[config.mk]
export PLATFORM = sky130hd
export DESIGN_NAME = subneg_prog_loader
export DESIGN_NICKNAME = d
export VERILOG_FILES = /design/src/rtl/subneg_prog_loader.sv
export SDC_FILE = /design/constraint.sdc
export NUM_CORES = 1
export LEC_CHECK = 0
export BUFFER_PORTS_ARGS = -buffer_cell sky130_fd_sc_hd__buf_2
export CAP_MARGIN = 0
export CORE_MARGIN = 4
export CORE_UTILIZATION = 55
export DETAILED_ROUTE_END_ITERATION = 10
export MAX_ROUTING_LAYER = met4
export PLACE_DENSITY = 0.85
export SYNTH_ARGS = -nofsm -noshare
export SYNTH_HDL_FRONTEND = slang
export SYNTH_SLANG_ARGS = --single-unit
[constraint.sdc]
create_clock -name clk -period 2 [get_ports clk]
set_input_delay 0.2 -clock clk [delete_from_list [all_inputs] [get_ports clk]]
set_output_delay 0.2 -clock clk [all_outputs]
set_load 0.1 [all_outputs]
[src/rtl/subneg_prog_loader.sv]
// subneg_prog_loader
// Receives a framed program image as a byte stream on asynchronous pins and
// writes it into the SUBNEG core's unified memory. The core is held idle
// (core_run=0) until a complete image with a matching checksum is loaded.
//
// Frame: SYNC_BYTE, LEN (1..MEM_WORDS), LEN data bytes, 8-bit sum of data.
//
// Ports:
//   clk, reset     system clock, synchronous active-high reset
//   in_data        byte from pins, stable while in_strobe is high
//   in_strobe      asynchronous byte strobe, rising edge = new byte
//   mem_we         one-cycle write pulse to core memory
//   mem_addr       write address
//   mem_wdata      write data
//   core_run       high = core may fetch/execute
//   load_busy      high while a frame is in progress (LEN/DATA/CSUM)
//   load_err       sticky error flag, cleared by a new sync byte
//   byte_count     data words written in the current frame
//
// Optional feature: define SUBNEG_LOADER_TIMEOUT_EN to abort a frame that
// stalls for TIMEOUT_CYCLES clocks between bytes.
module subneg_prog_loader #(
  parameter int          ADDR_W         = 6,
  parameter int          MEM_WORDS      = 22,
  parameter logic [7:0]  SYNC_BYTE      = 8'hA5,
  parameter int          TIMEOUT_CYCLES = 1024
) (
  input  logic              clk,
  input  logic              reset,
  input  logic [7:0]        in_data,
  input  logic              in_strobe,
  output logic              mem_we,
  output logic [ADDR_W-1:0] mem_addr,
  output logic [7:0]        mem_wdata,
  output logic              core_run,
  output logic              load_busy,
  output logic              load_err,
  output logic [ADDR_W-1:0] byte_count
);

  typedef enum logic [2:0] {
    IDLE = 3'd0,
    LEN  = 3'd1,
    DATA = 3'd2,
    CSUM = 3'd3,
    RUN  = 3'd4,
    ERR  = 3'd5
  } state_t;

  // Running image checksum: plain 8-bit sum, wraps mod 256.
  function automatic logic [7:0] csum_add(input logic [7:0] acc, input logic [7:0] b);
    csum_add = acc + b;
  endfunction

  state_t            state_r;
  logic              strb_meta_r;
  logic              strb_sync_r;
  logic              strb_dly_r;
  logic              byte_ev_s;
  logic              timeout_s;
  logic [7:0]        csum_r;
  logic [ADDR_W-1:0] len_r;
  logic              len_ok_s;

  assign byte_ev_s = strb_sync_r & ~strb_dly_r;
  assign len_ok_s  = (in_data != 8'd0) && (in_data <= 8'(MEM_WORDS));

  // Two-flop synchroniser plus delayed copy for rising-edge detection.
  always_ff @(posedge clk) begin
    if (reset) begin
      strb_meta_r <= 1'b0;
      strb_sync_r <= 1'b0;
      strb_dly_r  <= 1'b0;
    end else begin
      strb_meta_r <= in_strobe;
      strb_sync_r <= strb_meta_r;
      strb_dly_r  <= strb_sync_r;
    end
  end

`ifdef SUBNEG_LOADER_TIMEOUT_EN
  localparam int TO_W = $clog2(TIMEOUT_CYCLES + 1);
  logic [TO_W-1:0] to_cnt_r;
  logic            in_frame_s;

  assign in_frame_s = (state_r == LEN) || (state_r == DATA) || (state_r == CSUM);
  // Fires on the edge where the counter would reach TIMEOUT_CYCLES.
  assign timeout_s  = in_frame_s && !byte_ev_s && (to_cnt_r == TO_W'(TIMEOUT_CYCLES - 1));

  // Inter-byte timer: restarts on every byte, runs only inside a frame.
  always_ff @(posedge clk) begin
    if (reset) begin
      to_cnt_r <= '0;
    end else if (byte_ev_s || !in_frame_s) begin
      to_cnt_r <= '0;
    end else begin
      to_cnt_r <= to_cnt_r + TO_W'(1);
    end
  end
`else
  // No timer: the loader waits indefinitely; the term keeps the parameter referenced.
  assign timeout_s = 1'b0 & (TIMEOUT_CYCLES > 0);
`endif

  // Loader FSM with all outputs registered.
  always_ff @(posedge clk) begin
    if (reset) begin
      state_r    <= IDLE;
      mem_we     <= 1'b0;
      mem_addr   <= '0;
      mem_wdata  <= 8'd0;
      core_run   <= 1'b0;
      load_busy  <= 1'b0;
      load_err   <= 1'b0;
      byte_count <= '0;
      csum_r     <= 8'd0;
      len_r      <= '0;
    end else begin
      mem_we <= 1'b0;
      if (timeout_s) begin
        state_r   <= ERR;
        load_busy <= 1'b0;
        load_err  <= 1'b1;
        core_run  <= 1'b0;
      end else if (byte_ev_s) begin
        case (state_r)
          IDLE, RUN, ERR: begin
            // Sync byte starts (or restarts) a load; anything else is ignored.
            if (in_data == SYNC_BYTE) begin
              state_r   <= LEN;
              load_busy <= 1'b1;
              load_err  <= 1'b0;
              core_run  <= 1'b0;
            end
          end
          LEN: begin
            if (len_ok_s) begin
              len_r      <= ADDR_W'(in_data);
              byte_count <= '0;
              csum_r     <= 8'd0;
              state_r    <= DATA;
            end else begin
              state_r   <= ERR;
              load_busy <= 1'b0;
              load_err  <= 1'b1;
            end
          end
          DATA: begin
            mem_we     <= 1'b1;
            mem_addr   <= byte_count;
            mem_wdata  <= in_data;
            csum_r     <= csum_add(csum_r, in_data);
            byte_count <= byte_count + ADDR_W'(1);
            if (byte_count + ADDR_W'(1) == len_r) begin
              state_r <= CSUM;
            end
          end
          CSUM: begin
            load_busy <= 1'b0;
            if (in_data == csum_r) begin
              state_r  <= RUN;
              core_run <= 1'b1;
            end else begin
              state_r  <= ERR;
              load_err <= 1'b1;
            end
          end
          default: begin
            state_r   <= IDLE;
            load_busy <= 1'b0;
            core_run  <= 1'b0;
          end
        endcase
      end
    end
  end

endmodule
Word-level counts from Yosys, hierarchy flattened --
Cells that the tools add are included.
Storage, ports and cells: input port bits 11, output and inout port bits 24, bits in latches 0, bits in writable memories 0, flip-flop bits (word level) 44, memories 0, ROM bits 0, logic and storage cells 69
Cells by class: bitwise logic cells 5, shifts and indexed selects 0, eq/ne operators 14, div/mod/pow operators 0, order comparisons 1, $mul 0, reductions and logical operators 15, mux-type cells 19, $add $sub $neg 2
Operators with widths (count):
- $pmux 8 s2 | 1
- $ne 2x2->1 const B | 6
- $pmux 3 s4 | 1
- $pmux 6 s2 | 1
- $mux 3 | 3
- $pmux 1 s3 | 3
- $reduce_and 3->1 | 3
- $add 8x8->8 | 1
- $eq 8x8->1 | 1
- $eq 8x8->1 const B | 1
- $le 8x5->1 const B | 1
- $mux 1 | 8
- $mux 8 | 1
- $reduce_and 4->1 | 2
- $reduce_bool 8->1 | 1
- $add 6x1->6 const B | 1
- $eq 3x2->1 const B | 2
- $eq 3x3->1 const B | 2
- $eq 6x6->1 | 1
- $mux 6 | 1
- $reduce_and 5->1 | 1
- $not 1->1 | 4
- $reduce_or 2->1 | 2
- $eq 3x1->1 const B | 1
- 7 further kinds | 7

Depth between registers and ports, before layout --
Gate-level depths: netlist of the first run.
depth after elaboration 4, mapped depth 7, depth with buffers taken out 7

Least setup slack after synthesis of the first run --
OpenSTA, ideal clock, no wires.
kind reg-to-reg, start point register byte_count[0], end point register state_r[0], library setup time 0.092 ns, buffers on the path 0, cell stages (with the launch flop) 6, data required time 1.908 ns, arrival time 2.018 ns, path slack -0.110 ns, path through dfxtp_1 > ha_1 > xor2_1 > nor4_1 > a31oi_1 > o32ai_1
Between the ends: cells in the longest elaborated chain, start to end 4
Ends and longest elaborated chain:
- from (decl) | RTL line 38 | output logic [ADDR_W-1:0] byte_count
- from (signal assigned) | RTL line 153 | byte_count <= byte_count + ADDR_W'(1);
- $add 6x1->6 | RTL line 154 | if (byte_count + ADDR_W'(1) == len_r) begin
- $eq 6x6->1 | RTL line 154
- $ne 2x2->1 (no source line)
- $reduce_and 3->1 (no source line)
- to (signal assigned) | RTL line 155 | state_r <= CSUM;
- to (signal assigned) | RTL line 161 | state_r <= RUN;
- to (signal assigned) | RTL line 164 | state_r <= ERR;
- to (decl) | RTL line 55 | state_t state_r;
Every way passes these cells. A chain may end at the register's enable or synchronous reset.

Worst setup path in the final report of the first run --
start point register csum_r[0], end point register csum_r[6]
Between the ends: cells in the longest elaborated chain, start to end 2
Ends and longest elaborated chain:
- from (decl) | RTL line 61 | logic [7:0] csum_r;
- from (signal assigned) | RTL line 152 | csum_r <= csum_add(csum_r, in_data);
- $add 8x8->8 | RTL line 52 | csum_add = acc + b;
- $pmux 8 s2 | RTL line 126 | case (state_r)
Every way passes these cells.

==> impl_metrics.env, run 1 <==
export IMPL_status="finished clean"
export IMPL_die_h_um=70.5
export IMPL_slew_headroom=0.624
export IMPL_start_kind="flop"
export IMPL_ys_types=51
export IMPL_synth_edf_count=0
export IMPL_die_w_um=70.5
export IMPL_drc=0
export IMPL_io_pins=35
export IMPL_synth_top_area_share=0.410
export IMPL_p_leak_nw=1.09
export IMPL_worstPathRequired_ns=2.20
export IMPL_first_pass_iters=4
export IMPL_num_vias=1949
export IMPL_fin_nets=307
export IMPL_viasPerCell=5.82
export IMPL_timing_fmax_mhz=526
export IMPL_syn_area_per_cell_um2=8.77
export IMPL_yosys_top_cells_area="dfxtp_1 (41%), nand2_1 (6.6%), a21oi_1 (6.3%)"
export IMPL_syn_inst=245
export IMPL_clock_path_buffers=2
export IMPL_pre_cts_slack_ns=0.0287
export IMPL_clkTransAtPathRegs_ns=0.08
export IMPL_avgRoutedWirePerCell_um=15.5
export IMPL_num_antenna_cells=0
export IMPL_grt_pass1_vias=1714
export IMPL_ys_flop_type="dfxtp_1"
export IMPL_yosysTopAreaCell="dfxtp_1"
export IMPL_tightest_slew_ns=0.564
export IMPL_drt_iter0_markers=189
export IMPL_path_class="reg2reg"
export IMPL_timing_final_ws_setup_ns=0.0979
export IMPL_grt_max_degree=26
export IMPL_endpoint_kind="flop"
export IMPL_hold_class="in2reg"
export IMPL_syn_num_nets=265
export IMPL_ctsHtreeMaxLevel=2
export IMPL_antenna_found_initial=0
export IMPL_core_area_um2=3720
export IMPL_cts_num_sinks=44
export IMPL_wl_mm=5.19
export IMPL_synth_seq_cells=44
export IMPL_start_util=0.578
export IMPL_period_needed_ns=1.90
export IMPL_place_congestion=1.00
export IMPL_ant_nets=0
export IMPL_clk_latency_ns=0.30
export IMPL_grt_overflow_total=0
export IMPL_setup_violations=0
export IMPL_drv_slew=0
export IMPL_numCtsBuffers=5
export IMPL_cts_tree="done"
export IMPL_hold_viol_final=0
export IMPL_cap_violations=0
export IMPL_ir_drop_mv=0.616
export IMPL_crit_arrival_ns=2.10
export IMPL_cellPowerDensity_nw_per_um2=718
export IMPL_root_buffer="clkbuf_8"
export IMPL_netlist_area_um2=2150
export IMPL_grt_usage=0.215
export IMPL_fp_row_count=22
export IMPL_period_share=0.951
export IMPL_fp_dieArea_um2=4970
export IMPL_ys_warn_count=0
export IMPL_rsz0062_at_grt="no"
export IMPL_yosysMostFrequentCell="dfxtp_1"
export IMPL_port_buffers=34
export IMPL_layout_drive_gt1_share=0.230
export IMPL_post_cts_buffers=0
export IMPL_fillerInstances=304
export IMPL_worstPathMaxFanout=2
export IMPL_netlist_top_cells_count="dfxtp_1 (44), nand2_1 (38), a21oi_1 (27)"
export IMPL_skew_ns=0.0120
export IMPL_syn_to_final_growth_pct=19.4
export IMPL_async_reset_ff_frac=0
export IMPL_dpl_hpwl_mm=3.79
export IMPL_yosysSeqAreaShare=0.410
export IMPL_grt_pass1_wl_mm=8.31
export IMPL_tns_ns=0
==> final timing paths <==
| kind | from | end | cells past startpoint | slack (ns) |
|---|---|---|---|---|
| setup / recovery | csum_r[0] | csum_r[6] | 7 | 0.1 |
| hold / removal | in_strobe | strb_meta_r | 2 | 0.11 |
| setup reg to reg | csum_r[0] | csum_r[6] | 7 | 0.1 |
| hold reg to reg | strb_meta_r | strb_sync_r | 1 | 0.45 |
==> power by group <==
| group | internal, mW | total [mW] | switching, mW | leakage, nW |
|---|---|---|---|---|
| Sequential | 0.883 | 0.890 | 0.00699 | 0.357 |
| Combinational | 0.0549 | 0.164 | 0.109 | 0.672 |
| Clock | 0.492 | 0.788 | 0.296 | 0.0642 |
| Total | 1.43 | 1.84 | 0.412 | 1.09 |
==> layer usage <==
layer,GRT usage,up-vias,wire (um)
li1,-,962,-
met1,0.272,906,2300
met2,0.340,70,2430
met3,0.0460,11,372
met4,0.0723,0,89
met5,-,-,0
==> stage by stage <==
stage / instances / power [mW] / util / cell area [um^2] / hold slack [ns]
floorplan: 245 / 1.01 / - / 2150 / 0.328
global placement: 328 / 1.06 / 0.653 / 2420 / 0.410
detailed placement: 328 / 1.07 / 0.653 / 2420 / 0.419
CTS: 335 / 1.84 / 0.687 / 2550 / 0.110
global route: 335 / 1.90 / 0.690 / 2560 / 0.127
finish: 335 / 1.84 / 0.690 / 2560 / 0.111
==> timing repair <==
item / in CTS / in global routing
hold buffers: 0 / 0
endpoints found under the setup margin: 0 / 4
gates resized for setup: 0 / 1
==> cell type report <==
cell class | count | area (um^2) | area share
clock buffer | 5 | 68.8 | 0.0268
multi-input combinational | 186 | 1220 | 0.476
timing repair buffer | 45 | 253 | 0.0985
tap | 48 | 60.1 | 0.0234
inverter | 5 | 18.8 | 0.00732
sequential | 44 | 885 | 0.345
clock inverter | 2 | 60.1 | 0.0234
==> worst max-delay path, cell delays in order, from the launching register on <==
cell and delay [ns]:
dfxtp_1 0.33, ha_1 0.21, fa_1 0.40, a21o_1 0.19, a21oi_1 0.17, o21ai_0 0.14, xor2_1 0.16, a22o_1 0.21
==> registers in the layout, summed over array words and instances (netlist names) <==
signal and count:
byte_count 6, strb_sync_r 1, strb_meta_r 1, core_run 1
len_r 6, mem_addr 6, state_r 3, load_err 1
strb_dly_r 1, load_busy 1, mem_wdata 8, mem_we 1
csum_r 8
==> cells by family after synthesis <==
group	after synthesis	synth area share
simple gates	90	0.207
compound gates	66	0.211
flops	44	0.410
xor+xnor	16	0.0652
buf+inv	15	0.0274
fa+ha+maj	9	0.0559
mux	5	0.0233
==> cells in the final DEF, fill, tap and decap left out, types with 6 or more instances in the layout <==
| cell | synthesis | final |
|---|---|---|
| dfxtp_1 | 44 | 41 |
| nand2_1 | 38 | 38 |
| buf_2 | 2 | 34 |
| a21oi_1 | 27 | 27 |
| nor2_1 | 14 | 14 |
| xnor2_1 | 11 | 11 |
| buf_4 | 0 | 11 |
| nand3_1 | 9 | 9 |
| ha_1 | 8 | 8 |
| o21ai_0 | 6 | 6 |
(Power assumes the default switching activity.)
==> inputs of run 2 (changes only) <==
--- a/config.mk
+++ b/config.mk
@@ -12,6 +12,7 @@
 export DETAILED_ROUTE_END_ITERATION = 10
 export MAX_ROUTING_LAYER = met4
 export PLACE_DENSITY = 0.85
+export RECOVER_POWER = 25
 export SYNTH_ARGS = -nofsm -noshare
 export SYNTH_HDL_FRONTEND = slang
 export SYNTH_SLANG_ARGS = --single-unit
==> run 2 against run 1 <==
  * Die area unchanged
  * First-iteration DRC count shrank 17%
  * Non-clock buffer count did not move
  * Critical path depth stayed put
  * Worst setup slack worse by 0.0029 ns
  * Sequential share of layout area grew 0.31 points
  * Cell area decreased by 0.88%
  * Core utilization is 0.61 points lower
  * Clock power about the same
==> impl_metrics.env, run 2 (synthesis gave the netlist of run 1 again) <==
export IMPL_cts_hold_buf=0
export IMPL_slew_headroom=0.223
export IMPL_tns_ns=0
export IMPL_start_kind="flop"
export IMPL_placed_area_um2=2420
export IMPL_avgRoutedWirePerCell_um=15.5
export IMPL_worstPathMaxFanout=2
export IMPL_ir_drop_mv=0.614
export IMPL_num_vias=1955
export IMPL_ctsResizeCount=0
export IMPL_placed_cells=328
export IMPL_worstPathRequired_ns=2.20
export IMPL_cap_violations=0
export IMPL_skew_ns=0.0125
export IMPL_period_needed_ns=1.90
export IMPL_clkTransAtPathRegs_ns=0.08
export IMPL_hold_viol_final=0
export IMPL_core_area_um2=3720
export IMPL_final_cells=335
export IMPL_reg_largest_list="csum_r: 8 flops, mem_wdata: 8 flops"
export IMPL_clk_latency_ns=0.30
export IMPL_path_class="reg2reg"
export IMPL_fp_dieArea_um2=4970
export IMPL_timing_final_ws_setup_ns=0.0950
export IMPL_grt_overflow_total=0
export IMPL_place_congestion=1.00
export IMPL_hold_class="in2reg"
export IMPL_ant_nets=0
export IMPL_timing_fmax_mhz=525
export IMPL_post_cts_buffers=0
export IMPL_root_buffer="clkbuf_8"
export IMPL_layout_drive_gt1_share=0.174
export IMPL_period_share=0.952
export IMPL_num_antenna_cells=0
export IMPL_fin_hold_ws_ns=0.111
export IMPL_endpoint_kind="flop"
export IMPL_crit_arrival_ns=2.10
export IMPL_cellPowerDensity_nw_per_um2=724
export IMPL_drc=0
export IMPL_pre_cts_slack_ns=0.0287
export IMPL_fin_nets=307
export IMPL_grt_pass1_vias=1714
export IMPL_dpl_hpwl_mm=3.79
export IMPL_io_pins=35
export IMPL_grt_max_degree=26
export IMPL_grt_usage=0.215
export IMPL_start_util=0.578
export IMPL_status="finished clean"
export IMPL_setup_violations=0
export IMPL_numCtsBuffers=5
export IMPL_clock_path_buffers=2
export IMPL_cts_tree="done"
export IMPL_die_w_um=70.5
export IMPL_finalInstanceArea_um2=2540
export IMPL_die_h_um=70.5
export IMPL_first_pass_iters=4
export IMPL_layout_commonest_cell="dfxtp_1"
export IMPL_tightest_slew_ns=1.17
export IMPL_rsz0062_at_grt="no"
export IMPL_p_leak_nw=1.02
export IMPL_ctsHtreeMaxLevel=2
export IMPL_wl_mm=5.20
export IMPL_fillerInstances=318
export IMPL_drv_slew=0
export IMPL_antenna_found_initial=0
export IMPL_syn_to_final_growth_pct=18.3
export IMPL_grt_pass1_wl_mm=8.31
export IMPL_port_buffers=34
export IMPL_viasPerCell=5.84
export IMPL_most_common_layout_cells="dfxtp_1 (41), nand2_1 (38), a21oi_1 (27)"
export IMPL_fp_row_count=22
export IMPL_drt_iter0_markers=156
export IMPL_cts_num_sinks=44
-- run 2: changes by cell type in the layout (fill, tap and decap cells not counted), sizes merged --
cell | previous run | this run
buf | 45 | 29
clkbuf | 5 | 21
-- run 2: cell type report --
cell class,instances,area [um^2],area share
Inverter,5,18.8,0.00738
Timing Repair Buffer,45,230,0.0906
Clock inverter,2,60.1,0.0236
Sequential cell,44,885,0.348
Tap cell,48,60.1,0.0236
Clock buffer,5,68.8,0.0271
Multi-Input combinational cell,186,1220,0.480
-- run 2: path summary, 6_finish.rpt --
check,from,depth (start not counted),end,slack [ns]
max,csum_r[0],7,csum_r[6],0.1
min,in_strobe,2,strb_meta_r,0.11
max reg2reg,csum_r[0],7,csum_r[6],0.1
min reg2reg,strb_meta_r,1,strb_sync_r,0.45
-- run 2: critical path, stage by stage, from the launching register on --
cell     delay (ns)
dfxtp_1        0.33
ha_1           0.21
fa_1           0.40
a21o_1         0.19
a21oi_1        0.17
o21ai_0        0.14
xor2_1         0.16
a22o_1         0.21
-- run 2: layer usage --
layer	up-vias	track usage	part of all wire
li1	963	-	-
met1	911	0.272	0.44
met2	69	0.340	0.47
met3	12	0.0460	0.069
met4	0	0.0723	0.015
met5	-	-	0
-- run 2: power breakdown --
group	switching [mW]	total (mW)	internal, mW	leakage (nW)
clock network	0.298	0.789	0.492	0.0642
registers	0.00700	0.890	0.883	0.357
logic	0.109	0.162	0.0533	0.604
total	0.413	1.84	1.43	1.02
-- run 2: stage by stage --
step / utilization / total power [mW]
global route: 0.684 / 1.90
finish: 0.684 / 1.84
CTS: 0.687 / 1.84
floorplan: - / 1.01
global placement: 0.653 / 1.06
detailed placement: 0.653 / 1.07
==> inputs of run 3 (changes only) <==
--- a/config.mk
+++ b/config.mk
@@ -7,11 +7,10 @@
 export LEC_CHECK = 0
 export BUFFER_PORTS_ARGS = -buffer_cell sky130_fd_sc_hd__buf_2
 export CAP_MARGIN = 0
-export CORE_MARGIN = 4
-export CORE_UTILIZATION = 55
+export CORE_UTILIZATION = 45
 export DETAILED_ROUTE_END_ITERATION = 10
 export MAX_ROUTING_LAYER = met4
-export PLACE_DENSITY = 0.85
+export PLACE_DENSITY = 0.73
 export RECOVER_POWER = 25
 export SYNTH_ARGS = -nofsm -noshare
 export SYNTH_HDL_FRONTEND = slang
==> run 3 against run 2 <==
  * The flow now finishes with violations (design-rule violations)
  * Cell area decreased by 1.6%
  * Sequential power about the same
  * Fmax increased by 2.2%
  * Routed wire length decreased by 7.7%
  * Global-route usage decreased by 0.59 points
  * Largest power group unchanged
==> impl_metrics.env, run 3 (synthesis gave the netlist of run 1 again) <==
export IMPL_reg_largest_list="csum_r: 8 flops, mem_wdata: 8 flops"
export IMPL_die_w_um=71.1
export IMPL_ctsResizeCount=0
export IMPL_grt_overflow_total=0
export IMPL_violations="design-rule violations"
export IMPL_period_share=0.932
export IMPL_drc=5
export IMPL_clkTransAtPathRegs_ns=0.08
export IMPL_crit_path_cell_trace="or4_4 -> a221oi_2 -> a21oi_2 -> o21a_4 -> a22o_1"
export IMPL_hold_class="in2reg"
export IMPL_place_congestion=0.898
export IMPL_layout_drive_gt1_share=0.184
export IMPL_start_util=0.480
export IMPL_clock_path_buffers=2
export IMPL_status="finished, violations left"
export IMPL_crit_family="compound AO/OA/AOI/OAI gates"
export IMPL_post_cts_buffers=0
export IMPL_hold_viol_final=0
export IMPL_cts_num_sinks=44
export IMPL_grt_pass1_vias=1756
export IMPL_slew_headroom=0.222
export IMPL_grt_pass1_wl_mm=8.15
export IMPL_first_pass_iters=8
export IMPL_clk_latency_ns=0.29
export IMPL_crit_arrival_ns=2.05
export IMPL_critPathSlowestCell="or4_4"
export IMPL_endpoint_kind="flop"
export IMPL_setup_violations=0
export IMPL_num_antenna_cells=0
export IMPL_num_vias=1894
export IMPL_period_needed_ns=1.86
export IMPL_design_power_total_mw=1.60
export IMPL_path_class="reg2reg"
export IMPL_antenna_found_initial=0
export IMPL_ant_nets=0
export IMPL_tns_ns=0
export IMPL_ir_drop_mv=0.372
export IMPL_worstPathRequired_ns=2.19
export IMPL_fp_dieArea_um2=5050
export IMPL_ctsHtreeMaxLevel=2
export IMPL_syn_to_final_growth_pct=16.5
export IMPL_viasPerCell=5.57
export IMPL_numCtsBuffers=5
export IMPL_core_area_um2=4470
export IMPL_worstPathMaxFanout=8
export IMPL_drt_iter0_markers=104
export IMPL_cellPowerDensity_nw_per_um2=638
export IMPL_io_pins=35
export IMPL_start_kind="flop"
export IMPL_port_buffers=34
export IMPL_layout_commonest_cell="dfxtp_1"
export IMPL_cts_tree="done"
export IMPL_dpl_hpwl_mm=3.59
export IMPL_most_common_layout_cells="dfxtp_1 (41), nand2_1 (38), a21oi_1 (26)"
export IMPL_avgRoutedWirePerCell_um=14.1
export IMPL_timing_fmax_mhz=536
export IMPL_skew_ns=0.00703
export IMPL_fp_row_count=24
export IMPL_fin_nets=307
export IMPL_cap_violations=0
export IMPL_cp_num_buf_inv=0
export IMPL_die_h_um=71.1
export IMPL_rsz0062_at_grt="no"
export IMPL_tightest_slew_ns=1.17
export IMPL_p_leak_nw=1.01
export IMPL_critPathMaxStageDelay_ns=0.43
export IMPL_wl_mm=4.80
export IMPL_cts_hold_buf=0
export IMPL_grt_max_degree=21
export IMPL_drv_slew=0
export IMPL_fin_util=0.559
export IMPL_grt_usage=0.209
export IMPL_root_buffer="clkbuf_8"
-- run 3: final cells by class --
cell class | count | area [um^2]
flip-flops and latches | 44 | 885
clock buffers | 5 | 68.8
well taps | 52 | 65.1
repair buffers | 45 | 234
fillers | 426 | 1970
inverters | 5 | 18.8
multi-input cells | 186 | 1210
clock inverters | 3 | 18.8
-- run 3: where the power goes --
group	internal, mW	switching, mW	leakage (nW)
Sequential	0.883	0.00516	0.357
Clock	0.244	0.307	0.0479
Combinational	0.0540	0.105	0.609
Total	1.18	0.416	1.01
-- run 3: worst paths after layout --
| path | startpoint | to | slack (ns) | cells past startpoint |
|---|---|---|---|---|
| max reg2reg | state_r[1] | csum_r[0] | 0.14 | 5 |
| max | state_r[1] | csum_r[0] | 0.14 | 5 |
| min reg2reg | strb_meta_r | strb_sync_r | 0.44 | 1 |
| min | in_strobe | strb_meta_r | 0.12 | 2 |
-- run 3: metal layers --
metal	wire length, um	vias to the layer above	track usage
met3	203	5	0.0256
met4	27	0	0.0467
met2	2330	48	0.355
li1	-	955	-
met5	0	-	-
met1	2240	886	0.268
-- run 3: through the flow --
step           area (um^2)  setup slack, ns  std cells  hold slack, ns
2_1_floorplan         2150           0.0490        245           0.328
3_3_place_gp          2430           0.0684        332           0.410
3_5_place_dp          2430           0.0293        332           0.422
4_1_cts               2520            0.111        340           0.115
5_1_grt               2500           0.0262        340           0.130
6_report              2500            0.136        340           0.121
